--- src/rtl/tmds_pkg.sv ---
`default_nettype none
// ============================================================================
// Module   : tmds_pkg
// Purpose  : Shared TMDS control tokens, alignment state type, offset helper.
// Revision : 1.0  initial release
// ============================================================================
package tmds_pkg;

  localparam int c_word_w = 10;

  localparam logic [c_word_w-1:0] c_tok_ctl0 = 10'b1101010100;
  localparam logic [c_word_w-1:0] c_tok_ctl1 = 10'b0010101011;
  localparam logic [c_word_w-1:0] c_tok_ctl2 = 10'b0101010100;
  localparam logic [c_word_w-1:0] c_tok_ctl3 = 10'b1010101011;

  typedef enum logic [1:0] {
    SEARCH = 2'd0,
    VERIFY = 2'd1,
    LOCKED = 2'd2
  } align_state_e;

  // Bit-slip offsets run 0..9 and wrap.
  function automatic logic [3:0] next_offset(input logic [3:0] off);
    return (off >= 4'd9) ? 4'd0 : off + 4'd1;
  endfunction

endpackage
`default_nettype wire

--- src/rtl/tmds_word_decode.sv ---
`default_nettype none
// ============================================================================
// Module   : tmds_word_decode
// Purpose  : Combinational 10b TMDS word to {ve, data, control} decoder.
// Revision : 1.0  initial release
// ============================================================================
module tmds_word_decode
  import tmds_pkg::*;
(
  input  logic [c_word_w-1:0] i_word,
  output logic                o_ve,
  output logic [7:0]          o_data,
  output logic [1:0]          o_control
);

  logic [7:0] w_q;

  always_comb begin
    w_q       = i_word[7:0] ^ {8{i_word[9]}};
    o_data    = '0;
    o_data[0] = w_q[0];
    // q[8] selects XOR (1) or XNOR (0) chaining of adjacent bits.
    for (int i = 1; i < 8; i++) begin
      o_data[i] = w_q[i] ^ w_q[i-1] ^ ~i_word[8];
    end

    o_ve      = 1'b1;
    o_control = 2'b00;
    case (i_word)
      c_tok_ctl0: begin o_ve = 1'b0; o_control = 2'b00; end
      c_tok_ctl1: begin o_ve = 1'b0; o_control = 2'b01; end
      c_tok_ctl2: begin o_ve = 1'b0; o_control = 2'b10; end
      c_tok_ctl3: begin o_ve = 1'b0; o_control = 2'b11; end
      default:    ;
    endcase
  end

endmodule
`default_nettype wire

--- src/rtl/tmds_decoder.sv ---
`default_nettype none
// ============================================================================
// Module   : tmds_decoder
// Purpose  : TMDS receive channel: word alignment by control-token runs,
//            then per-word decode. TMDS_DECODER_ERRCNT_EN adds a lock-loss
//            counter on err_count_out.
// Revision : 1.0  initial release
// ============================================================================
module tmds_decoder
  import tmds_pkg::*;
#(
  parameter int TOKEN_RUN     = 8,
  parameter int SEARCH_WINDOW = 2048,
  parameter int LOCK_TIMEOUT  = 4096
) (
  input  logic                clk_in,
  input  logic                rst_in,
  input  logic [c_word_w-1:0] tmds_in,
  output logic [7:0]          data_out,
  output logic [1:0]          control_out,
  output logic                ve_out,
  output logic                locked_out,
  output logic [3:0]          offset_out,
  output logic [15:0]         err_count_out
);

  localparam int c_win_max = (SEARCH_WINDOW > LOCK_TIMEOUT) ? SEARCH_WINDOW : LOCK_TIMEOUT;
  localparam int c_win_w   = $clog2(c_win_max) + 1;
  localparam int c_run_w   = $clog2(TOKEN_RUN + 1);

  logic [2*c_word_w-1:0] r_hist;
  logic [c_word_w-1:0]   w_word;
  logic                  w_ve;
  logic [7:0]            w_data;
  logic [1:0]            w_control;
  logic                  r_tok;

  align_state_e          r_state, w_state_nxt;
  logic [3:0]            r_offset, w_offset_nxt;
  logic [c_run_w-1:0]    r_run_cnt, w_run_nxt;
  logic [c_win_w-1:0]    r_win_cnt, w_win_nxt, w_limit;
  logic                  w_run_done;
  logic                  r_locked;

  assign w_word = c_word_w'(r_hist >> r_offset);

  tmds_word_decode u_word_decode (
    .i_word    (w_word),
    .o_ve      (w_ve),
    .o_data    (w_data),
    .o_control (w_control)
  );

  always_ff @(posedge clk_in or posedge rst_in) begin
    if (rst_in) begin
      r_hist      <= '0;
      data_out    <= '0;
      control_out <= '0;
      ve_out      <= 1'b0;
      r_tok       <= 1'b0;
    end else begin
      r_hist      <= {tmds_in, r_hist[2*c_word_w-1:c_word_w]};
      data_out    <= w_data;
      control_out <= w_control;
      ve_out      <= w_ve;
      r_tok       <= ~w_ve;
    end
  end

  always_ff @(posedge clk_in or posedge rst_in) begin
    if (rst_in) begin
      r_state   <= SEARCH;
      r_offset  <= '0;
      r_run_cnt <= '0;
      r_win_cnt <= '0;
      r_locked  <= 1'b0;
    end else begin
      r_state   <= w_state_nxt;
      r_offset  <= w_offset_nxt;
      r_run_cnt <= w_run_nxt;
      r_win_cnt <= w_win_nxt;
      r_locked  <= (w_state_nxt == LOCKED);
    end
  end

  // Run detection works on the output stage, so a completed run always wins
  // over a timeout in the same cycle.
  always_comb begin
    w_run_done   = r_tok && (r_run_cnt == c_run_w'(TOKEN_RUN - 1));
    w_state_nxt  = r_state;
    w_offset_nxt = r_offset;
    w_win_nxt    = r_win_cnt + 1'b1;
    w_limit      = (r_state == SEARCH) ? c_win_w'(SEARCH_WINDOW - 1)
                                       : c_win_w'(LOCK_TIMEOUT - 1);
    if (!r_tok) begin
      w_run_nxt = '0;
    end else if (r_run_cnt >= c_run_w'(TOKEN_RUN)) begin
      w_run_nxt = r_run_cnt;
    end else begin
      w_run_nxt = r_run_cnt + 1'b1;
    end

    case (r_state)
      SEARCH, VERIFY, LOCKED: begin
        if (w_run_done) begin
          w_win_nxt = '0;
          if (r_state == SEARCH) begin
            w_state_nxt = VERIFY;
          end else begin
            w_state_nxt = LOCKED;
          end
        end else if (r_win_cnt == w_limit) begin
          w_state_nxt  = SEARCH;
          w_offset_nxt = next_offset(r_offset);
          w_win_nxt    = '0;
          w_run_nxt    = '0;
        end
      end
      default: begin
        w_state_nxt = SEARCH;
        w_win_nxt   = '0;
        w_run_nxt   = '0;
      end
    endcase
  end

  assign locked_out = r_locked;
  assign offset_out = r_offset;

`ifdef TMDS_DECODER_ERRCNT_EN
  logic        w_lost;
  logic [15:0] r_err_cnt;

  assign w_lost = (r_state == LOCKED) && (w_state_nxt == SEARCH);

  always_ff @(posedge clk_in or posedge rst_in) begin
    if (rst_in) begin
      r_err_cnt <= '0;
    end else if (w_lost && (r_err_cnt != 16'hFFFF)) begin
      r_err_cnt <= r_err_cnt + 16'd1;
    end
  end

  assign err_count_out = r_err_cnt;
`else
  assign err_count_out = '0;
`endif

endmodule
`default_nettype wire

--- config.mk ---
export PLATFORM = sky130hd
export DESIGN_NAME = tmds_decoder
export DESIGN_NICKNAME = d
export VERILOG_FILES = /design/src/rtl/tmds_pkg.sv /design/src/rtl/tmds_word_decode.sv /design/src/rtl/tmds_decoder.sv
export SDC_FILE = /design/constraint.sdc
export NUM_CORES = 1
export LEC_CHECK = 0
export CELL_PAD_IN_SITES_DETAIL_PLACEMENT = 1
export CELL_PAD_IN_SITES_GLOBAL_PLACEMENT = 1
export CORE_MARGIN = 3
export CORE_UTILIZATION = 30
export DETAILED_ROUTE_END_ITERATION = 8
export HOLD_SLACK_MARGIN = 0.05
export PLACE_DENSITY = 0.69
export REMOVE_ABC_BUFFERS = 1
export SYNTH_ARGS = -nofsm -noshare
export SYNTH_HDL_FRONTEND = slang
export SYNTH_SLANG_ARGS = --single-unit
--- constraint.sdc ---
create_clock -name clk_in -period 6.8 [get_ports clk_in]
set_input_delay 1.02 -clock clk_in [delete_from_list [all_inputs] [get_ports clk_in]]
set_output_delay 1.02 -clock clk_in [all_outputs]
set_load 0.02 [all_outputs]
==> results by stage, run 1 <==
STA:
- The clock period minus worst slack is 3.30 ns.
- The highest clock frequency the design can meet is 0.303 GHz.
- Setup repair after global routing left no endpoint under its margin.
- Adding up every negative setup slack in the final design gives 0 ns.
- The clock skew after layout is 0.00936 ns.
- The worst-case headroom to the max-slew limit is 0.460.
- After layout, the worst setup slack is 3.50 ns.
- The count of final max-slew check failures is 0.
- The number of endpoints with negative hold slack in the final report is 0.
- In the finished design, the share of the clock period the worst path needs comes to 0.485.
- The actual transition at the worst max-transition pin is 0.811 ns.
- Setup violations remaining at the end of the flow were counted as 0.

Run status:
- The flow ran to the end, and the final reports show no timing, DRC or antenna violations.

Min path:
- The class of the tightest hold or removal check is flop to flop.
- In this run the most critical hold path is launched from r_hist[18]$_DFF_PP0_.

Clock network:
- The count of buffers added by post-CTS timing repair for setup is 0.
- The clock net in this run drives a total of 56 sinks.
- The buffer depth of the longest clock path is 2.
- The level count of the clock H-tree is 2.
- The TritonCTS clock tree is yes.
- The total clock buffers created by CTS is 5.
- The tree is rooted in a clkbuf_8.
- The clock edge transition at the registers on the reported setup and hold paths is 0.09 ns.
- The number of gates resized after CTS is 0.
- The hold-fix buffer count after cts is 0.
- Clock latency on the worst-skew pair, taken at its later pin, is 0.31 ns.

Power and ir drop:
- The reported leakage power is 1.50 nW.
- The maximum VDD drop is 0.107 mV.
- In this run the power density over the cells is 179 nW/um2.

Floorplanning:
- For this design the top-level I/O count stands at 44.
- Row generation in the floorplan step produced 37 rows.
- The die area is 11,900 um2.
- The starting density of the core is 0.309.
- Measured along the y axis, the die boundary spans 109 um.
- Measured along the x axis, the die boundary spans 109 um.
- The core region is 10,300 um2.

Synth:
- The most numerous cell in the Yosys netlist is dfrtp_1.
- The share of synthesized flip-flops with an asynchronous set or reset is 1.00.
- A synthesized cell averages 10.7 um2.
- For this run, the number of Yosys warnings is 0.
- Sorting the synthesized cells by how often they occur yields 56 x dfrtp_1, 28 x nand2_1, 27 x nor2_1.
- The flip-flop and latch count after synthesis is 56.
- The count of flip-flops with a built-in enable after synthesis is 0.
- Of the post-synthesis cell area, the dominant cell type holds 0.439.
- The sequential cell area fraction in the yosys report is 0.439.
- The instance count of the mapped netlist is 299.
- The leading area contributor after synthesis is dfrtp_1.
- The cell area after synthesis is 3190 um2.
- The synthesized netlist contains 49 unique library cells.
- For this run, the leading register cell type out of synthesis is dfrtp_1.
- After synthesis, the cell types taking the most area are dfrtp_1 44%, mux2_2 4.6%, mux2i_1 4.4%, mux4_2 4.2%, xor2_1 4.1%.

Setup path:
- The start-to-end type of the worst setup path is flop to flop.
- In this run the critical register-to-register path is launched from offset_out[1]$_DFFE_PP0P_.
- The critical path starts at offset_out[1]$_DFFE_PP0P_.
- STA classifies the critical path endpoint as a flop.
- The largest driver fanout on the critical path is 31.
- The cell family contributing the most delay on the critical path is simple AND/OR/NAND/NOR gates.
- The required time of the critical path is 7.01 ns.
- Data on the critical path arrives at its endpoint at 3.51 ns.
- Walking the worst path, the cells encountered are buf_4 -> mux4_1 -> mux2_2 -> a32o_1 -> or4b_1 -> or4_4 -> and2_1.
- The largest single stage delay on the critical path is 0.66 ns.
- The count of buffer and inverter cells on the critical path is 1.
- STA classifies the critical path startpoint as a flop.
- For this design, the slowest cell found on the critical path is mux4_1.

GRT:
- Summed over all layers, the global routing overflow is 0.
- The global-route wire length before repair is 12.0 mm.
- The via count of the first global-routing pass came to 2,405.
- The number of antenna violations at the first check in global routing is 0.
- The overall global routing resource usage is 0.127.
- The maximum number of pins on one net before global-route repair is 57.

Routing:
- The number of DRC markers after the initial detailed-route iteration is 111.
- Wires add up to 7.10 mm.
- The count of nets left with antenna violations once routing finished came out at 0.
- The via-per-instance ratio is 4.92.
- The number of optimization iterations in the first detailed-route pass is 4.
- The final route contains 2,270 vias.
- The average detailed-routed wire length per instance is 15.4 um.
- The number of remaining DRC errors is 0.

Placed design:
- During placement, the flow inserted port buffers numbering 27.
- The worst setup slack before clock tree synthesis is 3.51 ns.
- Routability-driven placement finished with a final weighted congestion of 0.875.
- After legalization and detailed placement, the total HPWL measured 5.20 mm.

Layout:
- The antenna diode count is 0.
- In the final layout, flip-flops and latches occupy 1400 um2.
- In the final layout, the multi-input gates occupy 1630 um2.
- At the end of the flow, the number of nets in the layout was 342.
- The layout cell share with drive strength beyond 1 is 0.105.
- The layout-stage area growth over the synthesis result is 14.0%.
- Fill cells in the final layout number 1,169.

Job:
- The tool flagged a number of max-cap violations equal to 0.
## registers in the layout, summed over array words and instances, names as in the netlist
name,count
r_hist,20
r_win_cnt,13
data_out,8
offset_out,4
r_run_cnt,4
control_out,2
r_state,2
locked_out,1
r_tok,1
ve_out,1
## report_power, final
group	internal [mW]	leakage (nW)	total, mW	switching, mW
sequential	0.346	0.698	0.355	0.00909
combinational	0.0348	0.746	0.0793	0.0445
clock	0.110	0.0552	0.217	0.107
total	0.490	1.50	0.651	0.161
## metal layers
metal | share of wire | global-route usage | vias to the layer above
met1 | 0.47 | 0.167 | 1147
met3 | 0.033 | 0.0237 | 12
li1 | - | - | 1074
met2 | 0.48 | 0.212 | 37
met4 | 0.015 | 0.0415 | 0
met5 | 0 | 0 | -
## layout by cell type, fill, tap and decap left out, drive strengths merged, types with 2 or more instances in the layout
| cell type | n |
|---|---|
| and2 | 6 |
| o221ai | 2 |
| o211ai | 2 |
| a32o | 2 |
| o21ai | 10 |
| o22a | 3 |
| xnor2 | 10 |
| xor2 | 15 |
| nand3b | 2 |
| nor2 | 27 |
| a22oi | 2 |
| mux4 | 10 |
| clkbuf | 6 |
| and3 | 4 |
| clkdlybuf4s50 | 27 |
| nand3 | 14 |
| conb | 16 |
| nand2b | 2 |
| buf | 3 |
| inv | 8 |
| nand2 | 28 |
| clkinv | 2 |
| mux2 | 13 |
| dfrtp | 56 |
| or3 | 2 |
| a31oi | 4 |
| ha | 6 |
| a21oi | 7 |
| mux2i | 14 |
| or4 | 3 |
| nor2b | 5 |
## worst paths after layout
| check | to | slack (ns) | cells after the start |
|---|---|---|---|
| min in group asynchronous | data_out[3]$_DFF_PP0_ | 1.20 | 3 |
| setup reg to reg | ve_out$_DFF_PP0_ | 3.50 | 7 |
| hold reg to reg | r_hist[8]$_DFF_PP0_ | 0.46 | 0 |
| max in group asynchronous | offset_out[0]$_DFFE_PP0P_ | 5.09 | 3 |
| setup / recovery | ve_out$_DFF_PP0_ | 3.50 | 7 |
| hold / removal | r_hist[8]$_DFF_PP0_ | 0.46 | 0 |
## per-stage QoR
step	utilization	std cells	total power, mW	hold slack, ns	instance area [um2]
6_report	0.353	461	0.651	0.462	3640
3_3_place_gp	0.342	453	0.440	0.418	3530
4_1_cts	0.353	461	0.662	0.458	3640
3_5_place_dp	0.342	453	0.442	0.437	3530
2_1_floorplan	-	287	0.408	0.383	3070
5_1_grt	0.353	461	0.684	0.485	3640
## worst reg2reg max path, stage by stage (launching register included)
cell and delay, ns:
dfrtp_1 0.34, buf_4 0.34, mux4_1 0.67, mux2_2 0.30, a32o_1 0.32, or4b_1 0.56, or4_4 0.51, and2_1 0.16
## area by class of cell
type	count	area share
clock inverter	2	0.00963
tap	136	0.0468
sequential	56	0.385
timing repair buffer	30	0.0804
clock buffer	6	0.0199
inverter	9	0.00928
multi-input combinational	222	0.449
## logic make-up after synthesis
logic type / synth area share
AND/OR/NAND/NOR: 0.145
flip-flops: 0.439
AO/OA/AOI/OAI: 0.0906
multiplexers: 0.165
buffers and inverters: 0.0666
XOR/XNOR: 0.0686
adder cells (fa/ha/maj): 0.0235
other: 0.00117
(Power assumes the default switching activity.)
==> inputs of run 2 (changes only) <==
--- a/config.mk
+++ b/config.mk
@@ -11,7 +11,7 @@
 export CORE_UTILIZATION = 30
 export DETAILED_ROUTE_END_ITERATION = 8
 export HOLD_SLACK_MARGIN = 0.05
-export PLACE_DENSITY = 0.69
+export PLACE_DENSITY = 0.71
 export REMOVE_ABC_BUFFERS = 1
 export SYNTH_ARGS = -nofsm -noshare
 export SYNTH_HDL_FRONTEND = slang
==> constraint.sdc (replaced) <==
create_clock -name clk_in -period 2.7 [get_ports clk_in]
set_input_delay 0.405 -clock clk_in [delete_from_list [all_inputs] [get_ports clk_in]]
set_output_delay 0.405 -clock clk_in [all_outputs]
set_load 0.02 [all_outputs]
==> run 2 against run 1 <==
The run now ends with negative setup slack left. Critical endpoint unchanged. Clock power grew 120%. Non-clock buffer count grew 42. Via count up 7.0%. Sequential share of layout area decreased by 3.4 points. Sequential power rose by 150%. Die area unchanged. Largest cell class unchanged. Clock skew shrank 0.0039 ns. Combinational power grew to 2.9 times the previous value. Core utilization rose by 3.4 points.
==> results by stage, run 2 (synthesis gave the netlist of run 1 again) <==
Layout:
- The number of nets in the layout is 384.
- The layout cell share with drive strength beyond 1 is 0.223.
- The register bank with the most flops is r_hist.
- After filler insertion, the fill cell instance count of the layout stands at 1,179.
- The register with the most flip-flops in the layout has 20 of them.
- The layout-stage area growth over the synthesis result is 25.1%.
- In the final layout, the registers with the most flip-flops are r_hist: 20 flops, r_win_cnt: 13 flops, data_out: 8 flops.
- The final standard cell utilization of the core is 0.387.
- In the layout the commonest cells are 55 x dfrtp_1, 42 x buf_4, 28 x nand2_1, 27 x nor2_1, 27 x clkdlybuf4s50_1.
- The final standard cell count with taps included and fillers excluded is 503.
- Leaving out fill and tap cells, the most frequent cell in the layout is dfrtp_1.
- The antenna diode count is 0.

Run status:
- The flow ran to the end, but the final reports show violations.
- The final reports fail on negative setup slack.

Clock network:
- The TritonCTS clock tree is yes.
- The clock passes through at most 2 buffers.
- The cell at the root of the clock tree is clkbuf_8.
- For this design, the CTS-stage hold fixing added 0 buffers.
- At the later pin of the worst-skew pair, clock insertion delay measures 0.31 ns.
- The level count of the clock H-tree is 2.
- The number of clock sinks seen by CTS is 56.
- Counting the buffers created by CTS gives 5.
- Clock-pin slew was measured on the worst setup and hold paths at 0.11 ns.

Setup path:
- STA classifies the critical path startpoint as a flop.
- The arrival time at the worst endpoint is 2.94 ns.
- The critical path is of the flop to flop type.
- The endpoint kind of the worst setup timing path is a flop.
- In this run the worst path has a maximum fanout of 4.
- The required time of the critical path is 2.91 ns.

STA:
- Headroom to the max-slew limit came out at 0.653.
- Dividing the final minimum period by the clock period gives 1.01.
- For the finished layout, the period the worst path requires is 2.73 ns.
- The clock skew after layout is 0.00550 ns.
- Across all setup checks in the final design, the least slack found is -0.0275 ns.
- For the pin with the worst max-slew slack, the measured transition is 0.520 ns.
- Setup repair after global routing could not meet its margin everywhere.
- The count of final max-slew check failures was 0.
- The highest clock frequency the design can meet is 0.367 GHz.
- The number of endpoints with negative hold slack in the final report is 0.
- After routing, the total negative slack on setup checks comes to -0.0275 ns.
- The number of setup violations in the final report is 1.

Routing:
- The number of remaining DRC errors is 0.
- The number of DRC markers after the initial detailed-route iteration is 76.
- The total via count in the routed design is 2,428.
- After detailed routing, the number of vias per cell comes to 4.83.
- The final antenna-violating net count is 0.
- The number of optimization iterations in the first detailed-route pass is 4.
- The routed wire length is 7.60 mm.
- In the final routed layout, each cell accounts on average for 15.1 um.

Floorplanning:
- The die outline height is 109 um.
- 44 I/O pins were placed.
- The die covers 11,900 um2.
- The width of the die is 109 um.
- The starting density of the core is 0.309.
- The standard-cell row count is 37.
- The area inside the core boundary is 10,300 um2.

GRT:
- For this run, global-route usage on met3 was measured as 0.0207.
- The via count of the first global-routing pass is 2,561.
- The maximum number of pins on one net before global-route repair is 34.
- The global-route wire length before repair is 12.6 mm.
- The overall global routing resource usage is 0.134.
- The number of antenna violations at the first check in global routing is 0.
- For met2 alone, demand over resource in global routing was 0.231.
- Global routing finished with a remaining overflow of 0.
- The global routing stage identified its most utilized layer as met2.
- For this run, global-route usage on met1 was measured as 0.173.

Placed design:
- The wire-length estimate of the detail-placed layout is 5.94 mm.
- The count of buffers added on input and output ports is 27.
- The weighted congestion at the end of routability-driven global placement is 0.937.
- The worst setup slack before clock tree synthesis is -0.187 ns.
- The number of placed cells counting well taps is 492.

Job:
- The tool flagged a number of max-cap violations equal to 0.

Power and ir drop:
- The reported leakage power is 1.71 nW.
- The maximum VDD drop is 0.202 mV.
- In this run the power density over the cells is 399 nW/um2.

Min path:
- The class of the tightest hold or removal check is input pin to asynchronous set/reset pin.
run 2: timing repair:
item / CTS / global route
cloned: 0 / 0
pin swaps: 2 / 0
buffers inserted: 0 / 3
endpoints found under the setup margin: 4 / 2
resized for setup: 7 / 2
run 2: stage by stage:
stage               hold WS [ns]  total power, mW  cell area (um2)
finish                     0.442             1.60             3990
global route               0.490             1.67             3990
CTS                        0.456             1.62             3960
detailed placement         0.445             1.14             3850
global placement           0.435             1.13             3850
floorplan                  0.383             1.03             3070
run 2: cell type report:
class	instances	area, um2	share of cell area
Clock buffer	5	68.8	0.0172
Clock inverter	3	23.8	0.00595
Inverter	9	33.8	0.00846
Multi-Input combinational cell	222	1650	0.413
Sequential cell	56	1400	0.351
Tap cell	136	170	0.0426
Timing Repair Buffer	72	646	0.162
run 2: worst paths after layout:
path,start,end,slack [ns],cells past startpoint
setup / recovery,offset_out[1]$_DFFE_PP0P_,ve_out$_DFF_PP0_,-0.03,6
max in group asynchronous,rst_in,r_hist[0]$_DFF_PP0_,1.71,3
min in group clk_in,r_hist[16]$_DFF_PP0_,r_hist[6]$_DFF_PP0_,0.48,0
hold reg to reg,r_hist[16]$_DFF_PP0_,r_hist[6]$_DFF_PP0_,0.48,0
setup reg to reg,offset_out[1]$_DFFE_PP0P_,ve_out$_DFF_PP0_,-0.03,6
hold / removal,rst_in,data_out[7]$_DFF_PP0_,0.44,2
run 2: layer usage:
layer	wire (um)	part of all wire
met2	3830	0.50
met3	204	0.027
met5	0	0
met1	3410	0.45
met4	147	0.019
run 2: critical path: stages, from the launching register on:
cell     delay, ns
dfrtp_2       0.45
mux4_2        0.54
mux2_2        0.28
a32o_2        0.23
or4b_1        0.52
or4_4         0.45
and2_4        0.16
run 2: where the power goes:
part / internal, mW / leakage [nW] / switching, mW
registers: 0.871 / 0.696 / 0.0166
clock network: 0.185 / 0.0404 / 0.290
logic: 0.111 / 0.969 / 0.122
total: 1.17 / 1.71 / 0.429
